$ cat src/rtl/otter_pkg.sv
// Shared types and constants for the OTTER fetch front end.
// Latency: n/a (declarations only).
// Backpressure: n/a.
package otter_pkg;

  // Next-PC source encoding driven by the control unit; 6 and 7 fall back to PC+4.
  typedef enum logic [2:0] {
    PC_PLUS4  = 3'd0,
    PC_JALR   = 3'd1,
    PC_BRANCH = 3'd2,
    PC_JAL    = 3'd3,
    PC_MTVEC  = 3'd4,
    PC_MEPC   = 3'd5
  } pc_src_t;

  // Fetch handshake states.
  typedef enum logic [1:0] {
    FETCH = 2'd0,
    HOLD  = 2'd1,
    DRAIN = 2'd2
  } fetch_state_t;

  localparam logic [31:0] OTTER_RESET_VEC = 32'h0000_0000;

endpackage

$ cat src/rtl/pc_next_mux.sv
// Next-PC target select with trap-vector masking and misaligned-target detection.
// Latency: purely combinational.
// Backpressure: none; the caller decides whether the target is taken.
module pc_next_mux (
  input  logic [2:0]  pc_source,
  input  logic [31:0] pc_plus4,
  input  logic [31:0] jalr,
  input  logic [31:0] branch,
  input  logic [31:0] jal,
  input  logic [31:0] mtvec,
  input  logic [31:0] mepc,
  output logic [31:0] target,
  output logic        misaligned
);
  import otter_pkg::*;

  // Pick the target; only computed jump/branch targets can be misaligned,
  // trap addresses are word-aligned by masking. No compressed ISA, so bit 1 counts.
  always_comb begin
    target     = pc_plus4;
    misaligned = 1'b0;
    case (pc_src_t'(pc_source))
      PC_JALR: begin
        target     = jalr;
        misaligned = |jalr[1:0];
      end
      PC_BRANCH: begin
        target     = branch;
        misaligned = |branch[1:0];
      end
      PC_JAL: begin
        target     = jal;
        misaligned = |jal[1:0];
      end
      PC_MTVEC: target = {mtvec[31:2], 2'b00};
      PC_MEPC:  target = {mepc[31:2], 2'b00};
      default:  target = pc_plus4;
    endcase
  end

endmodule

$ cat src/rtl/pc_fetch_unit.sv
// PC register, next-PC selection and instruction-fetch handshake; holds IR for the control unit.
// Latency: IR/IR_VALID update the cycle after IMEM_ACK; PC updates the cycle after PC_WRITE.
// Backpressure: one outstanding fetch; IR held until PC_WRITE; a redirect mid-fetch drains the stale ACK.
module pc_fetch_unit #(
  parameter logic [31:0] RESET_VEC = otter_pkg::OTTER_RESET_VEC
) (
  input  logic        CLK,
  input  logic        RST,
  input  logic        PC_WRITE,
  input  logic [2:0]  PC_SOURCE,
  input  logic [31:0] JALR,
  input  logic [31:0] BRANCH,
  input  logic [31:0] JAL,
  input  logic [31:0] MTVEC,
  input  logic [31:0] MEPC,
  output logic [31:0] IMEM_ADDR,
  output logic        IMEM_RDEN,
  input  logic        IMEM_ACK,
  input  logic [31:0] IMEM_DATA,
  output logic [31:0] IR,
  output logic        IR_VALID,
  output logic [31:0] PC,
  output logic [31:0] PC_PLUS4,
  output logic        MISALIGN,
  output logic [31:0] MISALIGN_ADDR
);
  import otter_pkg::*;

  fetch_state_t state;
  logic [31:0]  pc_q;
  logic [31:0]  ir_q;
  logic         misalign_q;
  logic [31:0]  misalign_addr_q;
  logic [31:0]  pc_plus4_w;
  logic [31:0]  target;
  logic         target_bad;

  assign pc_plus4_w = pc_q + 32'd4;

  pc_next_mux u_next (
    .pc_source  (PC_SOURCE),
    .pc_plus4   (pc_plus4_w),
    .jalr       (JALR),
    .branch     (BRANCH),
    .jal        (JAL),
    .mtvec      (MTVEC),
    .mepc       (MEPC),
    .target     (target),
    .misaligned (target_bad)
  );

  // PC update, IR capture, misalign reporting and handshake state.
  // A PC_WRITE always wins over a coinciding ACK: the fetched word belongs to the old PC.
  always_ff @(posedge CLK or posedge RST) begin
    if (RST) begin
      state           <= FETCH;
      pc_q            <= RESET_VEC;
      ir_q            <= 32'h0;
      misalign_q      <= 1'b0;
      misalign_addr_q <= 32'h0;
    end else begin
      misalign_q <= 1'b0;
      if (PC_WRITE) begin
        if (target_bad) begin
          misalign_q      <= 1'b1;
          misalign_addr_q <= target;
        end else begin
          pc_q <= target;
        end
      end
      case (state)
        FETCH: begin
          if (PC_WRITE) begin
            // With ACK the request is already retired, so refetch directly;
            // otherwise the in-flight response must be drained first.
            state <= IMEM_ACK ? FETCH : DRAIN;
          end else if (IMEM_ACK) begin
            ir_q  <= IMEM_DATA;
            state <= HOLD;
          end
        end
        HOLD: begin
          if (PC_WRITE && !target_bad) state <= FETCH;
        end
        DRAIN: begin
          if (IMEM_ACK) state <= FETCH;
        end
        default: state <= FETCH;
      endcase
    end
  end

  assign IMEM_ADDR     = pc_q;
  assign IMEM_RDEN     = (state == FETCH);
  assign IR            = ir_q;
  assign IR_VALID      = (state == HOLD);
  assign PC            = pc_q;
  assign PC_PLUS4      = pc_plus4_w;
  assign MISALIGN      = misalign_q;
  assign MISALIGN_ADDR = misalign_addr_q;

endmodule

$ cat config.mk
export PLATFORM = sky130hd
export DESIGN_NAME = pc_fetch_unit
export DESIGN_NICKNAME = d
export VERILOG_FILES = /design/src/rtl/otter_pkg.sv /design/src/rtl/pc_next_mux.sv /design/src/rtl/pc_fetch_unit.sv
export SDC_FILE = /design/constraint.sdc
export NUM_CORES = 1
export LEC_CHECK = 0
export ABC_AREA = 0
export CAP_MARGIN = 20
export CORE_AREA = 3 3 141 143
export CTS_BUF_LIST = sky130_fd_sc_hd__clkbuf_4
export DETAILED_ROUTE_END_ITERATION = 16
export DIE_AREA = 0 0 144 146
export MAX_ROUTING_LAYER = met4
export PLACE_DENSITY_LB_ADDON = 0.25
export SYNTH_ARGS = -nofsm -noshare
export SYNTH_HDL_FRONTEND = slang
export SYNTH_SLANG_ARGS = --single-unit
export TNS_END_PERCENT = 5
$ cat constraint.sdc
create_clock -name CLK -period 5.3 [get_ports CLK]
set_input_delay 0.53 -clock CLK [delete_from_list [all_inputs] [get_ports CLK]]
set_output_delay 0.53 -clock CLK [all_outputs]
set_load 0.02 [all_outputs]
==> parameters.txt <==
Parameter                              Value

Status
  Run status    complete, no violations

Timing
  FMAX    0.2498 GHz
  Final worst path period need    4004 ps
  Transition time at the pin with the least slew margin    919.6 ps
  Final count of pins violating max slew    0
  Number of failing setup endpoints in the final timing report    0
  Crit share post-route    75.54%
  Sum Neg Setup Slack    0 ps
  RSZ-0062 raised after global routing    no
  Clock Skew    22.62 ps
  Final hold viol count    0
  Relative max-transition margin    38.70%

Route
  Number of vias in the routed layout    6,445
  Count of TritonRoute iterations in the first routing pass    5
  Number of DRC markers in iteration 0    457
  Count of nets left with antenna violations after detail routing    0
  Final routed wirelength across all metal layers    26,300 µm
  Post-route DRC violation count    0
  Routed via count divided by cell count    5.340
  Avg WL per Cell    21.79 µm

Critical path
  Max FO, Critical Path    10
  Startpoint of the lowest-slack register-to-register path    IMEM_ADDR[2]$_DFFE_PP0P_
  Worst Setup Path Type    register to output port
  Setup slack of the most critical reg-to-reg path    2710 ps
  Crit path DAT    3470 ps
  Required time at the worst-slack endpoint    4770 ps
  R2R depth    6
  Worst setup SP type    register
  Startpoint of the most critical setup path    IMEM_ADDR[2]$_DFFE_PP0P_
  Setup crit end kind    output port

Layout
  Most common cell after layout, fill and taps aside    sky130_fd_sc_hd__clkdlybuf4s50_1
  Final design area excluding fillers    0.009908 mm²
  Area delta synth->final    56.87%
  FF/Latch Area    0.002477 mm²
  Ratio of cells with drive above 1 in the final layout    10.21%
  Area occupied by multi-input gates    0.003299 mm²
  Total of fill cells in the finished design    1,761
  Final #Nets    1,165
  Highest-count cells in the layout ignoring fill and taps    sky130_fd_sc_hd__clkdlybuf4s50_1 (354), sky130_fd_sc_hd__dfrtp_1 (99), sky130_fd_sc_hd__o21ai_0 (61), sky130_fd_sc_hd__nand2_1 (59), sky130_fd_sc_hd__mux2_2 (47)

Synth
  Post-Syn Nets    875
  Gate count after technology mapping    675
  Count of state elements after synthesis    99
  Count of flip-flops with a built-in enable after synthesis    0
  Mapped Avg Cell Area    9.357 µm²
  Prevailing post-synth register cell    sky130_fd_sc_hd__dfrtp_1
  Share of synthesized area occupied by flip-flops and latches    39.22%
  Total of warnings raised by yosys    0
  Netlist area before placement    0.006316 mm²
  Yosys cell types    59
  Async set-or-reset flop fraction in the synthesized netlist    100.0%

Floorplan
  Die Span X    144 µm
  Die Footprint    0.02102 mm²
  Height of the die    146 µm
  Core Region    0.01871 mm²
  Initial core utilization    33.77%
  Number of primary I/O pins    362
  Placement Rows    50

Global route
  Global-route usage over all layers    24.80%
  Global Route met3 Usage    5.981%
  First-pass GRT wire length    38,930 µm
  Initial antenna violation count    3
  Gr busiest metal    met2
  Global Route met2 Usage    40.39%
  Total global routing overflow    0
  Pin count of the biggest net entering global routing    58
  Number of global-route vias before repair    6,519
  Met1 Track Usage GR    31.07%

CTS
  Total number of clock tree sinks    99
  Cts-stage hold buffer count    0
  Insertion delay of the later-clocked pin in the worst-skew pair    480 ps
  Number of buffers on the longest clock path    2
  Clock tree from TritonCTS    built
  Clock-pin transition on the worst setup and hold timing paths    160 ps
  # resized after CTS    0
  Number of CTS-inserted buffers    9
  Number of buffers added for setup after CTS    0
  Clock root buffer    sky130_fd_sc_hd__clkbuf_4
  Number of levels in the clock H-tree    3

Place
  Dpl cell area    0.009747 mm²
  Final RePlAce weighted congestion    0.8176
  IO buf count    357
  Detailed placement HPWL    19,770 µm

Flow run
  Maxcap violations    0

Pwr
  Power Dens Cells    334.6 mW/mm²
  Maximum ir drop on the vdd rail    0.2263 mV
  Standby leakage power    3.938 nW

Min path
  Worst min-delay path class    input pin to asynchronous set/reset pin
-- cells in the mapped netlist (3+ instances only) --
library cell,number,area [µm²]
sky130_fd_sc_hd__inv_1,13,48.80
sky130_fd_sc_hd__mux2i_1,11,110.1
sky130_fd_sc_hd__mux2_2,47,529.3
sky130_fd_sc_hd__buf_4,35,262.8
sky130_fd_sc_hd__xor2_1,9,78.83
sky130_fd_sc_hd__o21ai_1,4,20.02
sky130_fd_sc_hd__nand2b_1,15,93.84
sky130_fd_sc_hd__xnor2_1,19,166.4
sky130_fd_sc_hd__nand3_1,9,45.04
sky130_fd_sc_hd__buf_2,28,140.1
sky130_fd_sc_hd__and3_1,9,56.30
sky130_fd_sc_hd__o211ai_1,14,105.1
sky130_fd_sc_hd__nor2b_1,5,31.28
sky130_fd_sc_hd__buf_1,4,15.01
sky130_fd_sc_hd__o21ai_0,61,305.3
sky130_fd_sc_hd__and2_1,3,18.77
sky130_fd_sc_hd__dfrtp_1,99,2477
sky130_fd_sc_hd__or3b_2,5,43.79
sky130_fd_sc_hd__nand2_1,59,221.5
sky130_fd_sc_hd__a21oi_1,46,230.2
sky130_fd_sc_hd__and4_1,4,35.03
sky130_fd_sc_hd__clkbuf_1,20,75.07
sky130_fd_sc_hd__a31oi_1,9,56.30
sky130_fd_sc_hd__nor3_1,6,30.03
sky130_fd_sc_hd__a2bb2oi_1,13,113.9
sky130_fd_sc_hd__o21bai_1,3,22.52
sky130_fd_sc_hd__nor2_1,23,86.33
sky130_fd_sc_hd__a22o_1,13,113.9
sky130_fd_sc_hd__a22oi_1,27,202.7
sky130_fd_sc_hd__nand4_1,10,62.56
sky130_fd_sc_hd__o22ai_1,7,43.79
sky130_fd_sc_hd__o22a_1,10,87.58
-- layout make-up --
cell class                 instances  share of cell area [%]
clock inverter                     7                  0.7577
multi-input combinational        475                   33.30
timing repair buffer             367                   36.71
tap                              234                   2.955
clock buffer                       9                  0.6819
sequential                        99                   25.00
inverter                          13                  0.5177
antenna                            3                 0.07577
-- path summary, 6_finish.rpt --
check                                           endpoint
setup / recovery                            PC_PLUS4[24]
hold / removal                         IR[2]$_DFFE_PP0P_
setup reg to reg               IMEM_ADDR[24]$_DFFE_PP0P_
hold reg to reg            MISALIGN_ADDR[12]$_DFFE_PP0P_
max in group asynchronous       IMEM_ADDR[0]$_DFFE_PP0P_
min in group CLK           MISALIGN_ADDR[12]$_DFFE_PP0P_
-- cell families after synthesis --
kind of cell	count (synthesis)	synth area share [%]
XOR/XNOR	28	3.883
AND/OR/NAND/NOR	159	13.87
adder cells (fa/ha/maj)	1	0.1981
AO/OA/AOI/OAI	229	23.95
multiplexers	58	10.12
flip-flops	99	39.22
buffers and inverters	101	8.756
-- registers in the layout, indices dropped and copies added (netlist names) --
name,flops
IMEM_ADDR,32
IR,32
MISALIGN_ADDR,32
state,2
MISALIGN,1
-- through the flow --
stage | setup WS (ps) | power (mW) | hold slack, ps | util, % | cells
floorplan | 2180 | 2.022 | 465.5 | - | 675
global placement | 1871 | 2.884 | 461.0 | 52.11 | 1187
detailed placement | 1826 | 2.906 | 468.9 | 52.11 | 1187
CTS | 1264 | 3.350 | 495.4 | 52.87 | 1203
global route | 1143 | 3.494 | 537.7 | 52.97 | 1207
finish | 1296 | 3.315 | 487.8 | 52.97 | 1207
-- worst max-delay path: stages (launching register included) --
cell                              delay [ps]
sky130_fd_sc_hd__dfrtp_1                 610
sky130_fd_sc_hd__ha_1                    330
sky130_fd_sc_hd__nand4_4                 200
sky130_fd_sc_hd__nor4_4                  740
sky130_fd_sc_hd__and4_1                  350
sky130_fd_sc_hd__xnor2_1                 130
sky130_fd_sc_hd__clkdlybuf4s50_1         640
-- report_power, final --
part           switching, mW  internal, mW  leakage, nW
clock network          0.284         0.147       0.0759
logic                  0.851         0.873         2.68
registers              0.214         0.946         1.18
total                   1.35          1.97         3.94
-- metal layers --
layer / up-vias / part of all wire, %
li1: 3011 / -
met1: 3130 / 41
met4: 0 / 1.4
met3: 19 / 9.6
met5: - / 0
met2: 285 / 48
Note: power is estimated with default switching activity, not from simulation.
